### src/rtl/seg7_scan_display_pkg.sv
// Shared types, glyph constants and the double-dabble step for the 3-digit scanned 7-segment display.
package seg7_scan_display_pkg;

  typedef enum logic [1:0] {
    ST_IDLE   = 2'd0,
    ST_SHIFT  = 2'd1,
    ST_COMMIT = 2'd2
  } conv_state_t;

  localparam int SEG7_DIGITS = 3;

  // Active-high glyphs, bit order {g,f,e,d,c,b,a}
  localparam logic [6:0] SEG7_0 = 7'h3F;
  localparam logic [6:0] SEG7_1 = 7'h06;
  localparam logic [6:0] SEG7_2 = 7'h5B;
  localparam logic [6:0] SEG7_3 = 7'h4F;
  localparam logic [6:0] SEG7_4 = 7'h66;
  localparam logic [6:0] SEG7_5 = 7'h6D;
  localparam logic [6:0] SEG7_6 = 7'h7D;
  localparam logic [6:0] SEG7_7 = 7'h07;
  localparam logic [6:0] SEG7_8 = 7'h7F;
  localparam logic [6:0] SEG7_9 = 7'h6F;
  localparam logic [6:0] SEG7_A = 7'h77;
  localparam logic [6:0] SEG7_B = 7'h7C;
  localparam logic [6:0] SEG7_C = 7'h39;
  localparam logic [6:0] SEG7_D = 7'h5E;
  localparam logic [6:0] SEG7_E = 7'h79;
  localparam logic [6:0] SEG7_F = 7'h71;

  // One double-dabble iteration: add-3 on every nibble >= 5, then shift {bcd, bin} left by one.
  function automatic logic [19:0] dd_step(input logic [11:0] bcd, input logic [7:0] bin);
    logic [11:0] adj;
    adj = bcd;
    for (int i = 0; i < 3; i++) begin
      if (bcd[i*4 +: 4] >= 4'd5) adj[i*4 +: 4] = bcd[i*4 +: 4] + 4'd3;
    end
    return {adj, bin} << 1;
  endfunction

endpackage

### src/rtl/seg7_scan_display_if.sv
// Display bus: value in, scan tick in, segment/anode drive and conversion status out.
interface seg7_scan_display_if;
  import seg7_scan_display_pkg::*;

  // No backpressure: done pulses for one cycle in the cycle disp holds a freshly committed value.
  logic        tick;
  logic [7:0]  data;
  logic [6:0]  seg;
  logic [2:0]  an;
  logic        busy;
  logic        done;
  logic [11:0] disp;
  conv_state_t state;

  modport master (output tick, data, input seg, an, busy, done, disp, state);
  modport slave  (input tick, data, output seg, an, busy, done, disp, state);
endinterface

### src/rtl/seg7_scan_display_hex_to_seg7.sv
// Combinational nibble to active-high 7-segment glyph decoder.
module hex_to_seg7
  import seg7_scan_display_pkg::*;
(
  input  logic [3:0] nibble,
  output logic [6:0] glyph
);

  always_comb begin
    glyph = SEG7_0;
    case (nibble)
      4'h0: glyph = SEG7_0;
      4'h1: glyph = SEG7_1;
      4'h2: glyph = SEG7_2;
      4'h3: glyph = SEG7_3;
      4'h4: glyph = SEG7_4;
      4'h5: glyph = SEG7_5;
      4'h6: glyph = SEG7_6;
      4'h7: glyph = SEG7_7;
      4'h8: glyph = SEG7_8;
      4'h9: glyph = SEG7_9;
      4'hA: glyph = SEG7_A;
      4'hB: glyph = SEG7_B;
      4'hC: glyph = SEG7_C;
      4'hD: glyph = SEG7_D;
      4'hE: glyph = SEG7_E;
      4'hF: glyph = SEG7_F;
      default: glyph = SEG7_0;
    endcase
  end

endmodule

### src/rtl/seg7_scan_display.sv
// Converts an 8-bit value to BCD (or hex) and scans it onto a 3-digit multiplexed 7-segment display.
module seg7_scan_display
  import seg7_scan_display_pkg::*;
#(
  parameter int BCD_MODE       = 1,
  parameter int SEG_ACTIVE_LOW = 1,
  parameter int BLANK_LEADING  = 1
)(
  input  logic                  clk,
  input  logic                  rst,
  seg7_scan_display_if.slave    bus
);

  localparam bit         BCD     = (BCD_MODE != 0);
  localparam bit         ACT_LOW = (SEG_ACTIVE_LOW != 0);
  localparam bit         BLANK   = (BLANK_LEADING != 0);
  localparam logic [6:0] SEG_OFF = ACT_LOW ? 7'h7F : 7'h00;
  localparam logic [2:0] AN_OFF  = ACT_LOW ? 3'b111 : 3'b000;
  localparam logic [1:0] IDX_MAX = 2'(SEG7_DIGITS - 1);

  conv_state_t state;
  logic [7:0]  src_reg;
  logic [11:0] bcd;
  logic [7:0]  bin;
  logic [2:0]  iter;
  logic [11:0] disp_reg;
  logic        busy;
  logic        done;

  // Conversion FSM; disp_reg is written only in COMMIT so the scan never sees a half-built value.
  always_ff @(posedge clk or posedge rst) begin
    if (rst) begin
      state    <= ST_IDLE;
      src_reg  <= 8'd0;
      bcd      <= 12'd0;
      bin      <= 8'd0;
      iter     <= 3'd0;
      disp_reg <= 12'd0;
      busy     <= 1'b0;
      done     <= 1'b0;
    end else begin
      done <= 1'b0;
      case (state)
        ST_IDLE: begin
          if (bus.data != src_reg) begin
            src_reg <= bus.data;
            bcd     <= 12'd0;
            bin     <= bus.data;
            iter    <= 3'd0;
            busy    <= 1'b1;
            state   <= BCD ? ST_SHIFT : ST_COMMIT;
          end
        end
        ST_SHIFT: begin
          {bcd, bin} <= dd_step(bcd, bin);
          iter       <= iter + 3'd1;
          if (iter == 3'd7) state <= ST_COMMIT;
        end
        ST_COMMIT: begin
          disp_reg <= BCD ? bcd : {4'h0, src_reg};
          done     <= 1'b1;
          busy     <= 1'b0;
          state    <= ST_IDLE;
        end
        default: state <= ST_IDLE;
      endcase
    end
  end

  // TICK is asynchronous: two synchroniser flops plus one edge-detect flop.
  logic [2:0] tick_sync;
  logic       scan_en;

  always_ff @(posedge clk or posedge rst) begin
    if (rst) tick_sync <= 3'b000;
    else     tick_sync <= {tick_sync[1:0], bus.tick};
  end

  assign scan_en = tick_sync[1] & ~tick_sync[2];

  logic [1:0] idx;
  logic [1:0] next_idx;
  logic [3:0] digit;
  logic       blank;
  logic [6:0] glyph;
  logic [6:0] seg_q;
  logic [2:0] an_q;

  assign next_idx = (idx == IDX_MAX) ? 2'd0 : idx + 2'd1;

  always_comb begin
    digit = disp_reg[3:0];
    blank = 1'b0;
    case (next_idx)
      2'd1: begin
        digit = disp_reg[7:4];
        blank = BLANK && (disp_reg[11:8] == 4'd0) && (disp_reg[7:4] == 4'd0);
      end
      2'd2: begin
        digit = disp_reg[11:8];
        blank = !BCD || (BLANK && (disp_reg[11:8] == 4'd0));
      end
      default: begin
        digit = disp_reg[3:0];
        blank = 1'b0;
      end
    endcase
  end

  hex_to_seg7 u_glyph (
    .nibble (digit),
    .glyph  (glyph)
  );

  // Outputs follow the new index one cycle after scan_en and hold until the next scan step.
  always_ff @(posedge clk or posedge rst) begin
    if (rst) begin
      idx   <= 2'd0;
      seg_q <= SEG_OFF;
      an_q  <= AN_OFF;
    end else if (scan_en) begin
      idx <= next_idx;
      if (blank) begin
        seg_q <= SEG_OFF;
        an_q  <= AN_OFF;
      end else begin
        seg_q <= ACT_LOW ? ~glyph : glyph;
        an_q  <= ACT_LOW ? ~(3'b001 << next_idx) : (3'b001 << next_idx);
      end
    end
  end

  assign bus.seg   = seg_q;
  assign bus.an    = an_q;
  assign bus.busy  = busy;
  assign bus.done  = done;
  assign bus.disp  = disp_reg;
  assign bus.state = state;

endmodule
### src/flat_wrapper.sv
// flat-port wrapper written by rule: the top's interface ports become plain ports
module seg7_scan_display_flat import seg7_scan_display_pkg::*;
#(
  parameter int BCD_MODE       = 1,
  parameter int SEG_ACTIVE_LOW = 1,
  parameter int BLANK_LEADING  = 1
)
  (clk, rst, bus_tick, bus_data, bus_seg, bus_an, bus_busy, bus_done, bus_disp, bus_state);
  seg7_scan_display_if bus_i ();
  input  logic clk;
  input  logic rst;
  input wire logic [$bits(bus_i.tick)-1:0] bus_tick;
  input wire logic [$bits(bus_i.data)-1:0] bus_data;
  output wire logic [$bits(bus_i.seg)-1:0] bus_seg;
  output wire logic [$bits(bus_i.an)-1:0] bus_an;
  output wire logic [$bits(bus_i.busy)-1:0] bus_busy;
  output wire logic [$bits(bus_i.done)-1:0] bus_done;
  output wire logic [$bits(bus_i.disp)-1:0] bus_disp;
  output wire logic [$bits(bus_i.state)-1:0] bus_state;
  assign bus_i.tick = bus_tick;
  assign bus_i.data = bus_data;
  assign bus_seg = bus_i.seg;
  assign bus_an = bus_i.an;
  assign bus_busy = bus_i.busy;
  assign bus_done = bus_i.done;
  assign bus_disp = bus_i.disp;
  assign bus_state = bus_i.state;
  seg7_scan_display #(.BCD_MODE(BCD_MODE), .SEG_ACTIVE_LOW(SEG_ACTIVE_LOW), .BLANK_LEADING(BLANK_LEADING)) u_core (.clk(clk), .rst(rst), .bus(bus_i));
endmodule
### config.mk
export PLATFORM = sky130hd
export DESIGN_NAME = seg7_scan_display_flat
export DESIGN_NICKNAME = d
export VERILOG_FILES = /design/src/rtl/seg7_scan_display_pkg.sv /design/src/rtl/seg7_scan_display_if.sv /design/src/rtl/seg7_scan_display_hex_to_seg7.sv /design/src/rtl/seg7_scan_display.sv /design/src/flat_wrapper.sv
export SDC_FILE = /design/constraint.sdc
export NUM_CORES = 1
export LEC_CHECK = 0
export BUFFER_PORTS_ARGS = -buffer_cell sky130_fd_sc_hd__clkbuf_2
export CORE_MARGIN = 8
export CORE_UTILIZATION = 55
export DETAILED_ROUTE_END_ITERATION = 10
export GPL_ROUTABILITY_DRIVEN = 0
export PLACE_DENSITY = 0.77
export SLEW_MARGIN = 20
export SYNTH_ARGS = -nofsm -noshare
export SYNTH_HDL_FRONTEND = slang
export SYNTH_SLANG_ARGS = --single-unit
### constraint.sdc
create_clock -name clk -period 3.2 [get_ports clk]
set_clock_uncertainty 0.15 [all_clocks]
set_input_delay 0.8 -clock clk [delete_from_list [all_inputs] [get_ports clk]]
set_output_delay 0.8 -clock clk [all_outputs]
set_load 0.02 [all_outputs]
==> summary.md, run 1 <==
| Metric | Value |
|---|---|
| Depth of the worst hold-timing path | `0` |
| Rows | `27` |
| Sequential cell area fraction in the yosys report | `50.6%` |
| Initial core utilization | `56.5%` |
| Gate power share | `46.4%` |
| Post-route ant nets | `0` |
| Synthesis-to-layout area growth | `14.5%` |
| Mean post-synth cell area | `11.0 um^2` |
| Hold Path Origin | `u_core.tick_sync[0]$_DFF_PP0_` |
| DIE AREA | `8280 um^2` |
| Power density cells | `1120 nW/um^2` |
| Critical path peak fanout | `27` |
| Max-cap violations | `0` |
| Post-CTS sizing | `0` |
| Yosys warnings | `0` |
| Final hold vios | `0` |
| Chip width | `91.0 um` |
| Startpoint Class | `primary input` |
| Clock Tree Root | `clkbuf_8` |
| Fin. max-slew vios | `0` |
| I/O pin count | `37` |
| Outcome | `completed` |
| Fin util | `64.7%` |
| Largest net degree at the start of global routing | `33` |
| CTS buffer count | `9` |
| RSZ-0062 raised after global routing | `no` |
| Worst hold slack | `0.211 ns` |
| WL final | `5.89 mm` |
| Peak VDD IR | `521 uV` |
| Vias | `2161` |
| Nets | `344` |
| First-pass GRT wire length | `10.4 mm` |
| Actual slew at the worst max-slew pin | `0.857 ns` |
| CTS max path bufs | `2` |
| Main combinational cell family by area after synthesis | `compound AO/OA/AOI/OAI gates` |
| Crit Path Class | `in2reg` |
| Cell Area, Synth | `3090 um^2` |
| R2r startpoint | `u_core.idx[0]$_DFFE_PP0P_` |
| EDFF count, synth | `0` |
| Synth Area in XOR/XNOR | `3.40%` |
| Sequential power share | `37.3%` |
| Worst R2R Path Depth | `7` |
| Initial antenna violation count | `0` |
| Asr flop ratio synth | `100%` |
| CTS clock-pin slew for the worst setup and hold paths | `0.06 ns` |
| Ant. Diodes | `0` |
| Slack of the worst reg-to-reg path | `0.91 ns` |
| Int Power | `2.32 mW` |
| Post-DP HPWL | `4.32 mm` |
| RR Endpoint | `u_core.bus.seg[5]$_DFFE_PP1P_` |
| Cell count after synthesis | `282` |
| Fin worst setup slack | `0.890 ns` |
| Max Clk Rate | `433 MHz` |
| Endpoint class of the critical path | `flip-flop` |
| Netlist cell types | `49` |
| Clock Power Share | `16.3%` |
| Switching Share | `41.3%` |
| GRT Util Overall | `15.3%` |
| CTS tree | `done` |
| Post-synthesis mux area share | `10.1%` |
| Layout cells sized above 1 | `25.3%` |
| Crit. Startpoint | `bus_data[0]` |
| Die Y | `91.0 um` |
| Synth Area in Compound Gates | `15.2%` |
| Simple-gate share of the synthesized area | `11.4%` |
| Total gr overflow | `0` |
| Via density | `5.46` |
| Tmin final | `2.31 ns` |
| Crit share post-route | `72.2%` |
| Number of global-route vias before repair | `2220` |
| WP data arrival | `2.38 ns` |
| LEAKAGE | `1.61 nW` |
| Core region area | `5470 um^2` |
| Net Sw Power | `1.63 mW` |
| Dpl ws | `0.524 ns` |
| DRC errors left | `0` |
| Final setup fails | `0` |
| Wire per inst | `14.9 um` |
| Htree depth | `3` |
| Adder-cell share of the synthesized area | `5.66%` |
| Drt initial violations | `103` |
| TNS Setup | `0 ns` |
| # hold bufs at CTS | `0` |
| Syn nets | `307` |
| Slew HR | `42.5%` |
| 1st-pass router iterations | `4` |
| Clock Latency Late Sink | `0.34 ns` |
| Worst Hold Class | `reg2reg` |
| Seq cells post-synth | `62` |
| Top FF cell, synth | `dfrtp_1` |
| Hold Path End | `u_core.tick_sync[1]$_DFF_PP0_` |
| Port Buffer Count | `36` |
| WP data required | `3.27 ns` |
| PnR Total Power | `3.95 mW` |
| Setup Buffers After CTS | `0` |
| # clock sinks | `62` |
-- area by class of cell --
type	instances	area (um^2)
well taps	72	90.1
clock buffers	16	190
inverters	10	37.5
flip-flops and latches	62	1560
multi-input cells	194	1420
fillers	434	1930
repair buffers	42	238
-- synthesized netlist by cell type, types with 3 or more instances --
library cell,number,area [um^2]
dfrtp_1,52,1300
nand2_1,34,128
o21ai_1,19,95.1
nor2_1,15,56.3
ha_1,14,175
mux2_1,14,158
a21oi_1,13,65.1
clkbuf_1,10,37.5
dfstp_2,10,263
inv_1,9,33.8
xor2_1,9,78.8
o22ai_1,8,50.1
a22oi_1,7,52.6
o32a_1,6,60.1
mux2i_1,5,50.1
nand2b_1,5,31.3
buf_2,4,20.0
mux2_2,4,45.0
a32o_1,3,30.0
or3_1,3,18.8
xnor2_1,3,26.3
-- power groups by stage --
stage	clock network (mW)	registers (mW)	logic (mW)
after floorplan	0	1.57	1.29
after global placement	0	1.48	1.80
after detailed placement	0	1.49	1.85
after CTS	0.656	1.48	1.86
after global routing	0.685	1.53	2.05
final	0.642	1.48	1.83
-- placed cells by master, fill, tap and decap left out, types with 2 or more instances in the layout --
| cell | n |
|---|---|
| dfrtp_1 | 52 |
| dfstp_2 | 10 |
| buf_4 | 5 |
| o22ai_1 | 8 |
| nor2b_1 | 2 |
| a32o_1 | 3 |
| nor4_2 | 2 |
| mux2_2 | 4 |
| mux2i_4 | 2 |
| xor2_1 | 9 |
| o21ai_1 | 19 |
| nand2_1 | 34 |
| xnor2_1 | 3 |
| o21ai_0 | 2 |
| mux2i_1 | 5 |
| mux2_1 | 14 |
| ha_1 | 14 |
| o32a_1 | 6 |
| a22oi_1 | 7 |
| nand2b_1 | 5 |
| inv_2 | 2 |
| clkbuf_8 | 13 |
| and3_1 | 2 |
| nand3_1 | 2 |
| o22a_1 | 2 |
| or3_1 | 3 |
| inv_1 | 8 |
| clkbuf_2 | 36 |
| a21oi_1 | 13 |
| nor2_1 | 15 |
| clkbuf_1 | 3 |
-- metrics by stage --
stage	cell area, um^2	instances
3_5_place_dp	3350	380
3_3_place_gp	3350	380
4_1_cts	3540	396
5_1_grt	3540	396
2_1_floorplan	3090	282
6_report	3540	396
-- worst max path at each step --
| stage | end | cells past startpoint | slack (ns) |
|---|---|---|---|
| finish | u_core.src_reg[5]$_DFFE_PP0P_ | 6 | 0.89 |
| global route | u_core.bus.seg[3]$_DFFE_PP1P_ | 7 | 0.76 |
| CTS | u_core.src_reg[5]$_DFFE_PP0P_ | 6 | 0.89 |
| detailed placement | u_core.src_reg[5]$_DFFE_PP0P_ | 6 | 0.52 |
| global placement | u_core.src_reg[5]$_DFFE_PP0P_ | 6 | 0.61 |
| floorplan | u_core.bcd[0]$_DFFE_PP0P_ | 1 | 0.73 |
-- kinds of logic after synthesis --
family                   Yosys count
AND/OR/NAND/NOR                   73
multiplexers                      26
adder cells (fa/ha/maj)           14
buffers and inverters             26
flip-flops                        62
XOR/XNOR                          12
AO/OA/AOI/OAI                     69
-- critical path, stage by stage --
cell,delay (ns)
clkbuf_2,0.11
xor2_1,0.20
nor4_2,0.09
a211oi_4,0.57
buf_12,0.25
mux2_1,0.34
-- per-layer routing --
| metal | track usage [%] | up-vias | share of wire [%] |
|---|---|---|---|
| met2 | 24.5 | 32 | 51 |
| met4 | 9.82 | 0 | 2.5 |
| li1 | - | 1084 | - |
| met1 | 18.6 | 1033 | 44 |
| met5 | 0 | - | 0 |
| met3 | 2.88 | 12 | 2.8 |
Note: power is estimated with default switching activity, not from simulation.
==> run 2: changes to the inputs <==
Clock period 3.2 ns to 2.2 ns, I/O delays scaled along.
==> summary.md, run 2 (synthesis gave the netlist of run 1 again) <==
| Metric | Value |
|---|---|
| Die Y | `91.0 um (unchanged)` |
| Clock Latency Late Sink | `0.34 ns (about the same)` |
| Worst R2R Path Depth | `7 (unchanged)` |
| Largest net degree at the start of global routing | `48 (was 33)` |
| Slack of the worst reg-to-reg path | `0.14 ns (was 0.91 ns)` |
| Rows | `27 (unchanged)` |
| Max Clk Rate | `487 MHz` |
| Crit share post-route | `93.4%` |
| Crit Path Class | `reg2reg (was in2reg)` |
| Peak VDD IR | `678 uV (was 521 uV)` |
| Initial core utilization | `56.5% (unchanged)` |
| RR Endpoint | `u_core.bus.seg[5]$_DFFE_PP1P_ (unchanged)` |
| Total gr overflow | `0 (unchanged)` |
| CTS clock-pin slew for the worst setup and hold paths | `0.06 ns (about the same)` |
| Post-route ant nets | `0 (unchanged)` |
| Chip width | `91.0 um (unchanged)` |
| WL final | `6.11 mm (was 5.89 mm)` |
| Wire per inst | `14.9 um (about the same)` |
| Power density cells | `1650 nW/um^2 (was 1120 nW/um^2)` |
| Commonest cells after routing, fill and taps aside | `dfrtp_1, clkbuf_2, nand2_1, o21ai_1, buf_4 (was dfrtp_1, clkbuf_2, nand2_1, o21ai_1, nor2_1)` |
| Slew HR | `56.9% (was 42.5%)` |
| LEAKAGE | `1.71 nW (was 1.61 nW)` |
| RSZ-0062 raised after global routing | `no (unchanged)` |
| Vias | `2229 (was 2161)` |
| # clock sinks | `62 (unchanged)` |
| Startpoint Class | `flip-flop (was primary input)` |
| GRT Util Overall | `16.3% (was 15.3%)` |
| Synthesis-to-layout area growth | `20.2% (was 14.5%)` |
| CTS max path bufs | `2 (unchanged)` |
| DIE AREA | `8280 um^2 (unchanged)` |
| Actual slew at the worst max-slew pin | `0.646 ns (was 0.857 ns)` |
| Port Buffer Count | `36 (unchanged)` |
| Number of global-route vias before repair | `2319 (was 2220)` |
| WP data required | `2.31 ns (was 3.27 ns)` |
| Tmin final | `2.06 ns` |
| Initial antenna violation count | `0 (unchanged)` |
| R2r startpoint | `u_core.idx[0]$_DFFE_PP0P_ (unchanged)` |
| Max-cap violations | `0 (unchanged)` |
| Worst Hold Class | `in2async (was reg2reg)` |
| Outcome | `completed (unchanged)` |
| First-pass GRT wire length | `10.9 mm (was 10.4 mm)` |
| Ant. Diodes | `0 (unchanged)` |
| Worst hold slack | `0.0260 ns (was 0.211 ns)` |
| Htree depth | `3 (unchanged)` |
| Sequential standard cell area | `1570 um^2 (was 1560 um^2)` |
| Nets | `359 (was 344)` |
| Final setup fails | `0 (unchanged)` |
| I/O pin count | `37 (unchanged)` |
| Final hold vios | `0 (unchanged)` |
| Most common cell after layout, fill and taps aside | `dfrtp_1 (unchanged)` |
| Fin. max-slew vios | `0 (unchanged)` |
| PnR Total Power | `6.14 mW (was 3.95 mW)` |
| Core region area | `5470 um^2 (unchanged)` |
| Drt initial violations | `92 (was 103)` |
| Post-DP HPWL | `4.43 mm (was 4.32 mm)` |
| Fillers | `418 (was 434)` |
| Via density | `5.42 (was 5.46)` |
| Endpoint class of the critical path | `flip-flop (unchanged)` |
| Fin worst setup slack | `0.145 ns (was 0.890 ns)` |
| Critical path peak fanout | `7 (was 27)` |
| Dpl ws | `-0.0216 ns (was 0.524 ns)` |
| CTS buffer count | `9 (unchanged)` |
| DRC errors left | `0 (unchanged)` |
| Layout cells sized above 1 | `29.8% (was 25.3%)` |
| Clock Tree Root | `clkbuf_8 (unchanged)` |
| Area of the multi-input gates | `1420 um^2 (unchanged)` |
| CTS tree | `done (unchanged)` |
| WP data arrival | `2.17 ns (was 2.38 ns)` |
| 1st-pass router iterations | `5 (was 4)` |
==> run 2: cell types whose count changed in the layout (fill, tap and decap cells not counted), moves of 2 or more <==
cell | before | now
buf_4 | 5 | 19
bufinv_16 | 0 | 2
clkbuf_1 | 3 | 1
dfrtp_1 | 52 | 50
dfrtp_2 | 0 | 2
==> run 2: timing repair <==
action                                  in CTS  in global routing
endpoints found under the setup margin       0                  6
hold buffers                                 0                  0
gates resized for setup                      0                  2
setup buffers                                0                  0
==> run 2: per-layer routing <==
metal  vias to the layer above  GRT usage, %  share of wire (%)
met1                      1089          17.7                 44
met5                         -             0                  0
met4                         0          10.4                2.7
met3                        12          3.54                2.6
li1                       1104             -                  -
met2                        24          28.1                 51
==> run 2: worst max-delay path: stages (launching register included) <==
cell	delay (ns)
dfrtp_2	0.45
mux2_2	0.38
mux2i_4	0.17
inv_1	0.11
ha_1	0.22
nand2_2	0.09
a21oi_1	0.07
o32a_1	0.35
==> run 2: how the worst max path moves through the flow <==
stage,slack (ns),start,depth (start not counted),endpoint
final,0.14,u_core.idx[0]$_DFFE_PP0P_,7,u_core.bus.seg[5]$_DFFE_PP1P_
after global routing,0.06,u_core.idx[0]$_DFFE_PP0P_,7,u_core.bus.seg[6]$_DFFE_PP1P_
after CTS,0.03,u_core.idx[1]$_DFFE_PP0P_,6,u_core.bus.seg[5]$_DFFE_PP1P_
after detailed placement,-0.02,bus_data[7],7,u_core.src_reg[1]$_DFFE_PP0P_
after global placement,0.04,bus_data[7],7,u_core.src_reg[1]$_DFFE_PP0P_
after floorplan,0.24,u_core.idx[0]$_DFFE_PP0P_,8,u_core.bus.seg[5]$_DFFE_PP1P_
==> run 2: power breakdown <==
| part | total [mW] | switching (mW) | internal (mW) | leakage (nW) |
|---|---|---|---|---|
| registers | 2.16 | 0.457 | 1.70 | 0.746 |
| clock network | 1.15 | 0.421 | 0.729 | 0.120 |
| logic | 2.83 | 1.55 | 1.28 | 0.843 |
==> run 2: area by class of cell <==
type,instances,share of cell area [%]
Clock buffer,13,4.54
Clock inverter,3,1.75
Inverter,10,1.11
Multi-Input combinational cell,194,38.3
Sequential cell,62,42.1
Tap cell,72,2.42
Timing Repair Buffer,57,9.76
==> run 2: metrics by stage <==
| stage | TNS, ns | instance area [um^2] | util [%] | std cells |
|---|---|---|---|---|
| floorplan | 0 | 3100 | - | 282 |
| global placement | 0 | 3480 | 63.6 | 395 |
| detailed placement | -0.0386 | 3480 | 63.6 | 395 |
| CTS | 0 | 3710 | 67.9 | 411 |
| global route | 0 | 3720 | 67.9 | 411 |
| finish | 0 | 3720 | 67.9 | 411 |
==> run 3: changes to the inputs <==
Settings changed: SYNTH_HIERARCHICAL from default to 1.
==> summary.md, run 3 <==
| Metric | Value |
|---|---|
| Fin. max-slew vios | `0 (unchanged)` |
| Top-area cell type share of the netlist area | `41.7% (was 42.1%)` |
| Initial antenna violation count | `0 (unchanged)` |
| Placed cell area | `3460 um^2 (was 3480 um^2)` |
| Vias | `2245 (was 2229)` |
| RSZ-0062 raised after global routing | `yes (was no)` |
| Syn nets | `301 (was 307)` |
| Largest net degree at the start of global routing | `43 (was 48)` |
| Slew HR | `67.5% (was 56.9%)` |
| DRC errors left | `0 (unchanged)` |
| Layout cells sized above 1 | `35.5% (was 29.8%)` |
| Commonest cells after routing, fill and taps aside | `dfrtp_1, clkbuf_2, mux2_2, nand2_1, buf_4 (was dfrtp_1, clkbuf_2, nand2_1, o21ai_1, buf_4)` |
| Worst Hold Class | `in2async (unchanged)` |
| Actual slew at the worst max-slew pin | `0.487 ns (was 0.646 ns)` |
| Crit Path Class | `reg2reg (unchanged)` |
| EDFF count, synth | `0 (unchanged)` |
| Asr flop ratio synth | `100% (unchanged)` |
| 1st-pass router iterations | `5 (unchanged)` |
| Peak VDD IR | `855 uV (was 678 uV)` |
| Synthesis-to-layout area growth | `18.8% (was 20.2%)` |
| Clock Tree Root | `clkbuf_8 (unchanged)` |
| Nets | `353 (was 359)` |
| Fin area | `3700 um^2 (was 3720 um^2)` |
| # clock sinks | `62 (unchanged)` |
| Fin util | `67.3% (was 67.9%)` |
| Ant. Diodes | `0 (unchanged)` |
| Post-synth top cells | `dfrtp_1, mux2_2, nand2_1 (was dfrtp_1, nand2_1, o21ai_1)` |
| First-pass GRT wire length | `10.8 mm (was 10.9 mm)` |
| R2r startpoint | `u_core/idx[0]$_DFFE_PP0P_ (was u_core.idx[0]$_DFFE_PP0P_)` |
| Mean post-synth cell area | `11.3 um^2 (was 11.0 um^2)` |
| Wire per inst | `15.5 um (was 14.9 um)` |
| Final setup fails | `0 (unchanged)` |
| I/O pin count | `37 (unchanged)` |
| Sequential cell area fraction in the yosys report | `50.1% (was 50.6%)` |
| Tmin final | `2.13 ns (was 2.06 ns)` |
| Clock Latency Late Sink | `0.33 ns (was 0.34 ns)` |
| Total gr overflow | `0 (unchanged)` |
| Crit share post-route | `96.8% (was 93.4%)` |
| DIE AREA | `8340 um^2 (was 8280 um^2)` |
| Port Buffer Count | `36 (unchanged)` |
| Outcome | `completed (unchanged)` |
| CTS buffer count | `9 (unchanged)` |
| TNS Setup | `0 ns (unchanged)` |
| Seq cells post-synth | `62 (unchanged)` |
| Power density cells | `1640 nW/um^2 (was 1650 nW/um^2)` |
| Via density | `5.56 (was 5.42)` |
| Die Y | `91.3 um (was 91.0 um)` |
| Fin worst setup slack | `0.0700 ns (was 0.145 ns)` |
| CTS clock-pin slew for the worst setup and hold paths | `0.07 ns (was 0.06 ns)` |
| WP data arrival | `2.25 ns (was 2.17 ns)` |
| Synth area leaders | `dfrtp_1, mux2_2, dfstp_2 (was dfrtp_1, dfstp_2, ha_1)` |
| Cell count after synthesis | `275 (was 282)` |
| Endpoint class of the critical path | `flip-flop (unchanged)` |
| Chip width | `91.3 um (was 91.0 um)` |
| Dpl ws | `0.0351 ns (was -0.0216 ns)` |
| GRT Util Overall | `16.1% (was 16.3%)` |
| Drt initial violations | `78 (was 92)` |
| Rows | `27 (unchanged)` |
| Netlist cell types | `40 (was 49)` |
| CTS tree | `done (unchanged)` |
| Max-cap violations | `0 (unchanged)` |
| WP data required | `2.32 ns (was 2.31 ns)` |
| Top FF cell, synth | `dfrtp_1 (unchanged)` |
| Max Clk Rate | `469 MHz (was 487 MHz)` |
| Number of global-route vias before repair | `2308 (was 2319)` |
| Area leader, netlist | `dfrtp_1 (unchanged)` |
| Critical path peak fanout | `7 (unchanged)` |
| Fillers | `401 (was 418)` |
| CTS max path bufs | `2 (unchanged)` |
| Final hold vios | `0 (unchanged)` |
| Initial core utilization | `56.6% (was 56.5%)` |
| Cell Area, Synth | `3120 um^2 (was 3090 um^2)` |
| WL final | `6.27 mm (was 6.11 mm)` |
| Core region area | `5510 um^2 (was 5470 um^2)` |
| Most common cell after layout, fill and taps aside | `dfrtp_1 (unchanged)` |
| PnR Total Power | `6.06 mW (was 6.14 mW)` |
| Post-DP HPWL | `4.37 mm (was 4.43 mm)` |
| Crit. Startpoint | `u_core/idx[0]$_DFFE_PP0P_ (was u_core.idx[0]$_DFFE_PP0P_)` |
| Most common cell in the synthesized netlist | `dfrtp_1 (unchanged)` |
| Post-route ant nets | `0 (unchanged)` |
| Yosys warnings | `6 (was 0)` |
| Startpoint Class | `flip-flop (unchanged)` |
| Htree depth | `3 (unchanged)` |
| LEAKAGE | `1.67 nW (was 1.71 nW)` |
## run 3: final cells by class
| class | count | area (um^2) | share of cell area (%) |
|---|---|---|---|
| Clock inverter | 6 | 85.1 | 2.30 |
| Timing Repair Buffer | 53 | 320 | 8.65 |
| Multi-Input combinational cell | 185 | 1440 | 38.9 |
| Sequential cell | 62 | 1570 | 42.2 |
| Clock buffer | 10 | 138 | 3.71 |
| Inverter | 16 | 63.8 | 1.72 |
| Tap cell | 72 | 90.1 | 2.43 |
## run 3: worst max-delay path, stage by stage, from the launching register on
cell	delay, ns
dfrtp_2	0.46
mux2i_1	0.16
o21ai_2	0.23
inv_1	0.09
ha_1	0.33
mux4_1	0.50
a21oi_1	0.14
## run 3: metrics by stage
| stage | std cells | hold slack, ns |
|---|---|---|
| 2_1_floorplan | 275 | 0.181 |
| 3_3_place_gp | 387 | 0.183 |
| 3_5_place_dp | 387 | 0.186 |
| 4_1_cts | 403 | 0.0715 |
| 5_1_grt | 404 | 0.0885 |
| 6_report | 404 | 0.0701 |
## run 3: cells by family (layout without fill, tap and decap cells)
family | after synthesis | after routing | synth area share, %
buffers and inverters | 28 | 85 | 3.93
adder cells (fa/ha/maj) | 15 | 15 | 6.02
XOR/XNOR | 12 | 12 | 3.37
AND/OR/NAND/NOR | 63 | 63 | 10.6
AO/OA/AOI/OAI | 60 | 60 | 13.1
multiplexers | 35 | 35 | 12.9
flip-flops | 62 | 62 | 50.1
## run 3: final timing paths
| check | endpoint | cells past startpoint | slack (ns) |
|---|---|---|---|
| max in group asynchronous | u_core/bus.seg[5]$_DFFE_PP1P_ | 3 | 1.21 |
| worst min-delay path | u_core/bus.done$_DFF_PP0_ | 2 | 0.07 |
| min in group clk | u_core/tick_sync[0]$_DFF_PP0_ | 1 | 0.17 |
| worst min register to register | u_core/tick_sync[1]$_DFF_PP0_ | 0 | 0.20 |
| worst max-delay path | u_core/bus.seg[3]$_DFFE_PP1P_ | 6 | 0.07 |
| worst max register to register | u_core/bus.seg[3]$_DFFE_PP1P_ | 6 | 0.07 |
## run 3: power by group
group,internal (mW),leakage (nW),switching (mW)
logic,1.34,0.815,1.48
registers,1.70,0.748,0.441
clock network,0.664,0.108,0.444
total,3.70,1.67,2.36
## run 3: routing by layer
| metal | GRT usage [%] | routed length, um | up-vias |
|---|---|---|---|
| li1 | - | - | 1078 |
| met1 | 18.1 | 2640 | 1121 |
| met2 | 27.0 | 3220 | 38 |
| met3 | 5.60 | 308 | 8 |
| met4 | 7.09 | 92 | 0 |
| met5 | 0 | 0 | - |
## run 3: repair_timing
item                       4_1_cts  5_1_grt
pin swaps                        0        1
buffers inserted                 0        1
cloned                           0        0
setup endpoints to repair        1        1
hold buffers                     0        0
gates resized for setup          1        3
